`src/rtl/btn_pulse_conditioner.sv`:
```
// btn_pulse_conditioner: two-button synchronizer, debouncer, press FSM and arbiter.
// Optional stuck-button detection is compiled in when BTN_STUCK_DETECT_EN is defined.
module btn_pulse_conditioner #(
  parameter int DEBOUNCE_CYCLES = 16,
  parameter int CNT_W           = 5,
  parameter int HOLD_LIMIT      = 1000,
  parameter int HOLD_W          = 10
) (
  input  logic CLK,
  input  logic RESET,
  input  logic btn0_raw,
  input  logic btn1_raw,
  output logic but_0,
  output logic but_1,
  output logic conflict,
  output logic STUCK
);

  typedef enum logic {RELEASED = 1'b0, PRESSED = 1'b1} chan_state_t;

  localparam logic [CNT_W-1:0] CNT_LAST = CNT_W'(DEBOUNCE_CYCLES - 1);

  logic [1:0] raw;
  logic [1:0] req;
  logic [1:0] pressed;
  logic       stuck_now;

  assign raw = {btn1_raw, btn0_raw};

  generate
    for (genvar gi = 0; gi < 2; gi++) begin : g_chan
      logic             sync1_reg;
      logic             sync2_reg;
      logic             stable_reg;
      logic             req_reg;
      logic [CNT_W-1:0] cnt_reg;
      chan_state_t      state_reg;

      // The FSM moves on the same edge the debounced level flips, so the
      // request is registered one edge before the arbiter consumes it.
      always_ff @(posedge CLK) begin
        if (RESET) begin
          sync1_reg  <= 1'b0;
          sync2_reg  <= 1'b0;
          stable_reg <= 1'b0;
          req_reg    <= 1'b0;
          cnt_reg    <= '0;
          state_reg  <= RELEASED;
        end else begin
          sync1_reg <= raw[gi];
          sync2_reg <= sync1_reg;
          req_reg   <= 1'b0;
          if (sync2_reg == stable_reg) begin
            cnt_reg <= '0;
          end else if (cnt_reg == CNT_LAST) begin
            stable_reg <= sync2_reg;
            cnt_reg    <= '0;
            case (state_reg)
              RELEASED: begin
                if (sync2_reg) begin
                  state_reg <= PRESSED;
                  req_reg   <= 1'b1;
                end
              end
              PRESSED: begin
                if (!sync2_reg) begin
                  state_reg <= RELEASED;
                end
              end
              default: state_reg <= RELEASED;
            endcase
          end else begin
            cnt_reg <= cnt_reg + 1'b1;
          end
        end
      end

      assign req[gi]     = req_reg;
      assign pressed[gi] = (state_reg == PRESSED);
    end
  endgenerate

`ifdef BTN_STUCK_DETECT_EN
  localparam logic [HOLD_W-1:0] HOLD_MAX = HOLD_W'(HOLD_LIMIT);

  logic [1:0] hold_full;
  logic       stuck_reg;

  generate
    for (genvar gi = 0; gi < 2; gi++) begin : g_hold
      logic [HOLD_W-1:0] hold_reg;
      logic [HOLD_W-1:0] hold_next;

      always_comb begin
        hold_next = hold_reg;
        if (!pressed[gi]) begin
          hold_next = '0;
        end else if (hold_reg != HOLD_MAX) begin
          hold_next = hold_reg + 1'b1;
        end
      end

      always_ff @(posedge CLK) begin
        if (RESET) begin
          hold_reg <= '0;
        end else begin
          hold_reg <= hold_next;
        end
      end

      assign hold_full[gi] = (hold_next == HOLD_MAX);
    end
  endgenerate

  // Counter clears one edge after release, so STUCK drops the edge after it.
  always_ff @(posedge CLK) begin
    if (RESET) begin
      stuck_reg <= 1'b0;
    end else begin
      stuck_reg <= |hold_full;
    end
  end

  assign stuck_now = stuck_reg;
  assign STUCK     = stuck_reg;
`else
  logic [HOLD_W-1:0] unused_hold_cfg;
  assign unused_hold_cfg = HOLD_W'(HOLD_LIMIT);
  assign stuck_now       = 1'b0;
  assign STUCK           = 1'b0;
`endif

  // A request is honoured only while the other channel is released;
  // simultaneous requests become a conflict pulse instead.
  always_ff @(posedge CLK) begin
    if (RESET) begin
      but_0    <= 1'b0;
      but_1    <= 1'b0;
      conflict <= 1'b0;
    end else begin
      but_0    <= 1'b0;
      but_1    <= 1'b0;
      conflict <= 1'b0;
      if (!stuck_now) begin
        if (req[0] && req[1]) begin
          conflict <= 1'b1;
        end else if (req[0] && !pressed[1]) begin
          but_0 <= 1'b1;
        end else if (req[1] && !pressed[0]) begin
          but_1 <= 1'b1;
        end
      end
    end
  end

endmodule

```
`config.mk`:
```
export PLATFORM = sky130hd
export DESIGN_NAME = btn_pulse_conditioner
export DESIGN_NICKNAME = d
export VERILOG_FILES = /design/src/rtl/btn_pulse_conditioner.sv
export SDC_FILE = /design/constraint.sdc
export NUM_CORES = 1
export LEC_CHECK = 0
export CAP_MARGIN = 10
export CORE_ASPECT_RATIO = 0.9
export CORE_UTILIZATION = 40
export DETAILED_ROUTE_END_ITERATION = 10
export SLEW_MARGIN = 20
export SYNTH_ARGS = -nofsm -noshare
export SYNTH_HDL_FRONTEND = slang
export SYNTH_SLANG_ARGS = --single-unit
export TNS_END_PERCENT = 30
```
`constraint.sdc`:
```
create_clock -name CLK -period 2 [get_ports CLK]
set_input_delay 0.4 -clock CLK [delete_from_list [all_inputs] [get_ports CLK]]
set_output_delay 0.4 -clock CLK [all_outputs]
set_load 0.02 [all_outputs]
```
==> impl_results.md <==
- Reg2Reg Setup Slack: 0.47 ns
- Initial antenna violation count: 0
- Hold Path Cell Cnt: 1
- Final setup fails: 0
- Fin. Hold Viols: 0
- Fin crit share: 80.59%
- Die extent in x: 48.05 µm
- Final WL: 928 µm
- Max reg flops: 10
- Post-synthesis mux area share: 2.623%
- Syn nets: 81
- First-pass GRT wire length: 1.794 mm
- Ant. Diodes: 0
- Crit Reg-Reg Startpoint: g_chan[1].cnt_reg[0]$_SDFF_PP0_
- Flops & latches, synth: 21
- CP peak stage delay: 0.59 ns
- Setup CP Type: reg2out
- DR WL/cell: 8.923 µm
- Syn-to-layout area delta: 14.75%
- Post-Synth Adder-Cell Area: 9.836%
- Fin Setup TNS: 0 ns
- # DRC: 0
- Compound-Gate Fraction of Synth Area: 0%
- DRT iter0 DRCs: 2
- Min-delay src: g_chan[0].sync1_reg$_SDFF_PP0_
- Top cell type's share of synthesized area: 55.08%
- Clk_lat worst skew: 0.30 ns
- CTS Buf Count: 3
- Min cycle time layout: 1.612 ns
- Hold EP: g_chan[0].sync2_reg$_SDFF_PP0_
- CTS Hold Buffers Added: 0
- Chip Height: 43.44 µm
- # placed instances: 100
- Pleak: 0.3451 nW
- Post-DRT Antenna Nets: 0
- Largest family of logic cells by synthesized area: simple AND/OR/NAND/NOR gates
- Post-Syn Area: 763.2 µm²
- Post-CTS resize count: 0
- Max-slew violation count: 0
- Type of the most critical hold path: reg2reg
- Final Wtd Congestion: 0.6467
- Initial core utilization: 44.01%
- VDD IR-drop max: 537.6 µV
- Post-synth top area cell: dfxtp_1
- Yosys cell types: 17
- Nets: 91
- Number of I/O port buffers: 6
- Io pins: 8
- Layout Skew: 0.001217 ns
- Vias per cell: 4.288
- F_max: 620.4 MHz
- Clock buffer depth: 2
- Number of global-route vias before repair: 434
- CP arrival: 1.21 ns
- Die ar.: 2087 µm²
- Sequential Area: 420.4 µm²
- R2r endpoint: g_chan[1].cnt_reg[3]$_SDFF_PP0_
- PD cells: 733.7 nW/µm²
- Worst R2R Path Depth: 5
- Max stage delay cell, worst path: clkdlybuf4s50_1
- Commonest non-fill, non-tap cell in the layout: dfxtp_1
- Via Count: 446
- Pin count of the biggest net entering global routing: 13
- Grt ovf: 0
- Yosys warns: 0
- Final Core Density: 50.51%
- Syn_area_per_cell: 10.75 µm²
- Worst path required time: 1.60 ns
- Site Rows: 14
- Largest cells by area after synthesis: dfxtp_1 55%, ha_1 9.8%, nor2_1 5.9%, nor2b_1 4.9%, inv_1 3.0%
- CTS tree: built
- Worst setup EP type: output pin
- Clock root cell: clkbuf_4
- Synth Area in XOR/XNOR: 4.590%
- Most frequent cells in the layout: 21 x dfxtp_1, 12 x nor2_1
- Status: finished, final reports clean
- Post-Layout Cell Count: 104
- CP startpoint kind: register
- Setup bufs post-CTS: 0
- Core Box Area: 1734 µm²
- Critical-path maximum fanout: 1
- Worst path bufs/invs: 1
- Family with the most delay on the worst path: buffers and inverters
- CTS clk-pin slew, worst paths: 0.11 ns
- DR pass1 iterations: 2
- Area of the multi-input gates: 307.8 µm²
- Global Route Usage Sum: 12.68%
- Share of cells above drive strength 1: 8.750%
- Detailed Place HPWL: 670.9 µm
- Clk sinks: 21
- Simple-Gate Fraction of Synth Area: 22.79%
- Post-synthesis sequential area ratio: 55.08%
- Max_cap viols: 0
- CTS H-tree lvls: 1
- CP Cell Sequence: clkdlybuf4s50_1
- Final-layout fill cell count: 172
- Post-synthesis instance total: 71
- Unrepaired setup endpoints after global routing: no
## synthesized netlist by cell type (all sizes together)
| cell type | count |
|---|---|
| xnor2 | 2 |
| and3 | 2 |
| and3b | 1 |
| inv | 6 |
| mux2i | 2 |
| conb | 1 |
| dfxtp | 21 |
| buf | 2 |
| or3 | 2 |
| nor2 | 12 |
| nor2b | 6 |
| nor4b | 2 |
| nand3 | 2 |
| ha | 6 |
| xor2 | 2 |
| and4b | 2 |
## cell families after synthesis
group	count (synthesis)
and+or+nand+nor	29
adders and majority gates	6
muxes	2
xor gates and xnor gates	4
DFF	21
buffers and inverters	8
other	1
## per-layer routing
metal	share of wire, %	global-route usage (%)	wire length, µm
met5	0	0	0
met4	1.4	6.667	13
met3	6.1	6.250	57
met2	39	17.57	360
met1	53	15.97	496
## through the flow
stage	area [µm²]	setup WS, ns	hold WS [ns]	power [W]
after floorplan	763.2	0.5938	0.4078	0.0004485
after global placement	848.3	0.5177	0.4181	0.0004565
final	875.8	0.3881	0.4449	0.0006426
after detailed placement	848.3	0.4795	0.4223	0.0004569
after global routing	875.8	0.2999	0.4637	0.0006817
after CTS	875.8	0.3712	0.4489	0.0006524
## power by group
| part | internal, W | leakage (nW) | total (W) | switching (W) |
|---|---|---|---|---|
| clock network | 0.0000745 | 0.0177 | 0.000195 | 0.000121 |
| registers | 0.000423 | 0.170 | 0.000425 | 0.00000232 |
| logic | 0.0000120 | 0.157 | 0.0000220 | 0.0000100 |
| total | 0.000510 | 0.345 | 0.000643 | 0.000133 |
## layout make-up
cell class	count	share of cell area (%)
sequential	21	48.00
multi-input combinational	42	35.14
timing repair buffer	7	7.714
tap	24	3.429
clock buffer	3	2.571
inverter	6	2.571
clock inverter	1	0.5714
## how the worst max path moves through the flow
stage,from,to,slack (ns),cells after the start
floorplan,g_chan[0].cnt_reg[0]$_SDFF_PP0_,g_chan[0].cnt_reg[2]$_SDFF_PP0_,0.59,5
global placement,RESET,g_chan[0].cnt_reg[2]$_SDFF_PP0_,0.52,3
detailed placement,g_chan[1].cnt_reg[0]$_SDFF_PP0_,g_chan[1].cnt_reg[3]$_SDFF_PP0_,0.48,5
CTS,conflict$_SDFF_PP0_,conflict,0.37,1
global route,conflict$_SDFF_PP0_,conflict,0.30,1
finish,conflict$_SDFF_PP0_,conflict,0.39,1
Note: power is estimated with default switching activity, not from simulation.
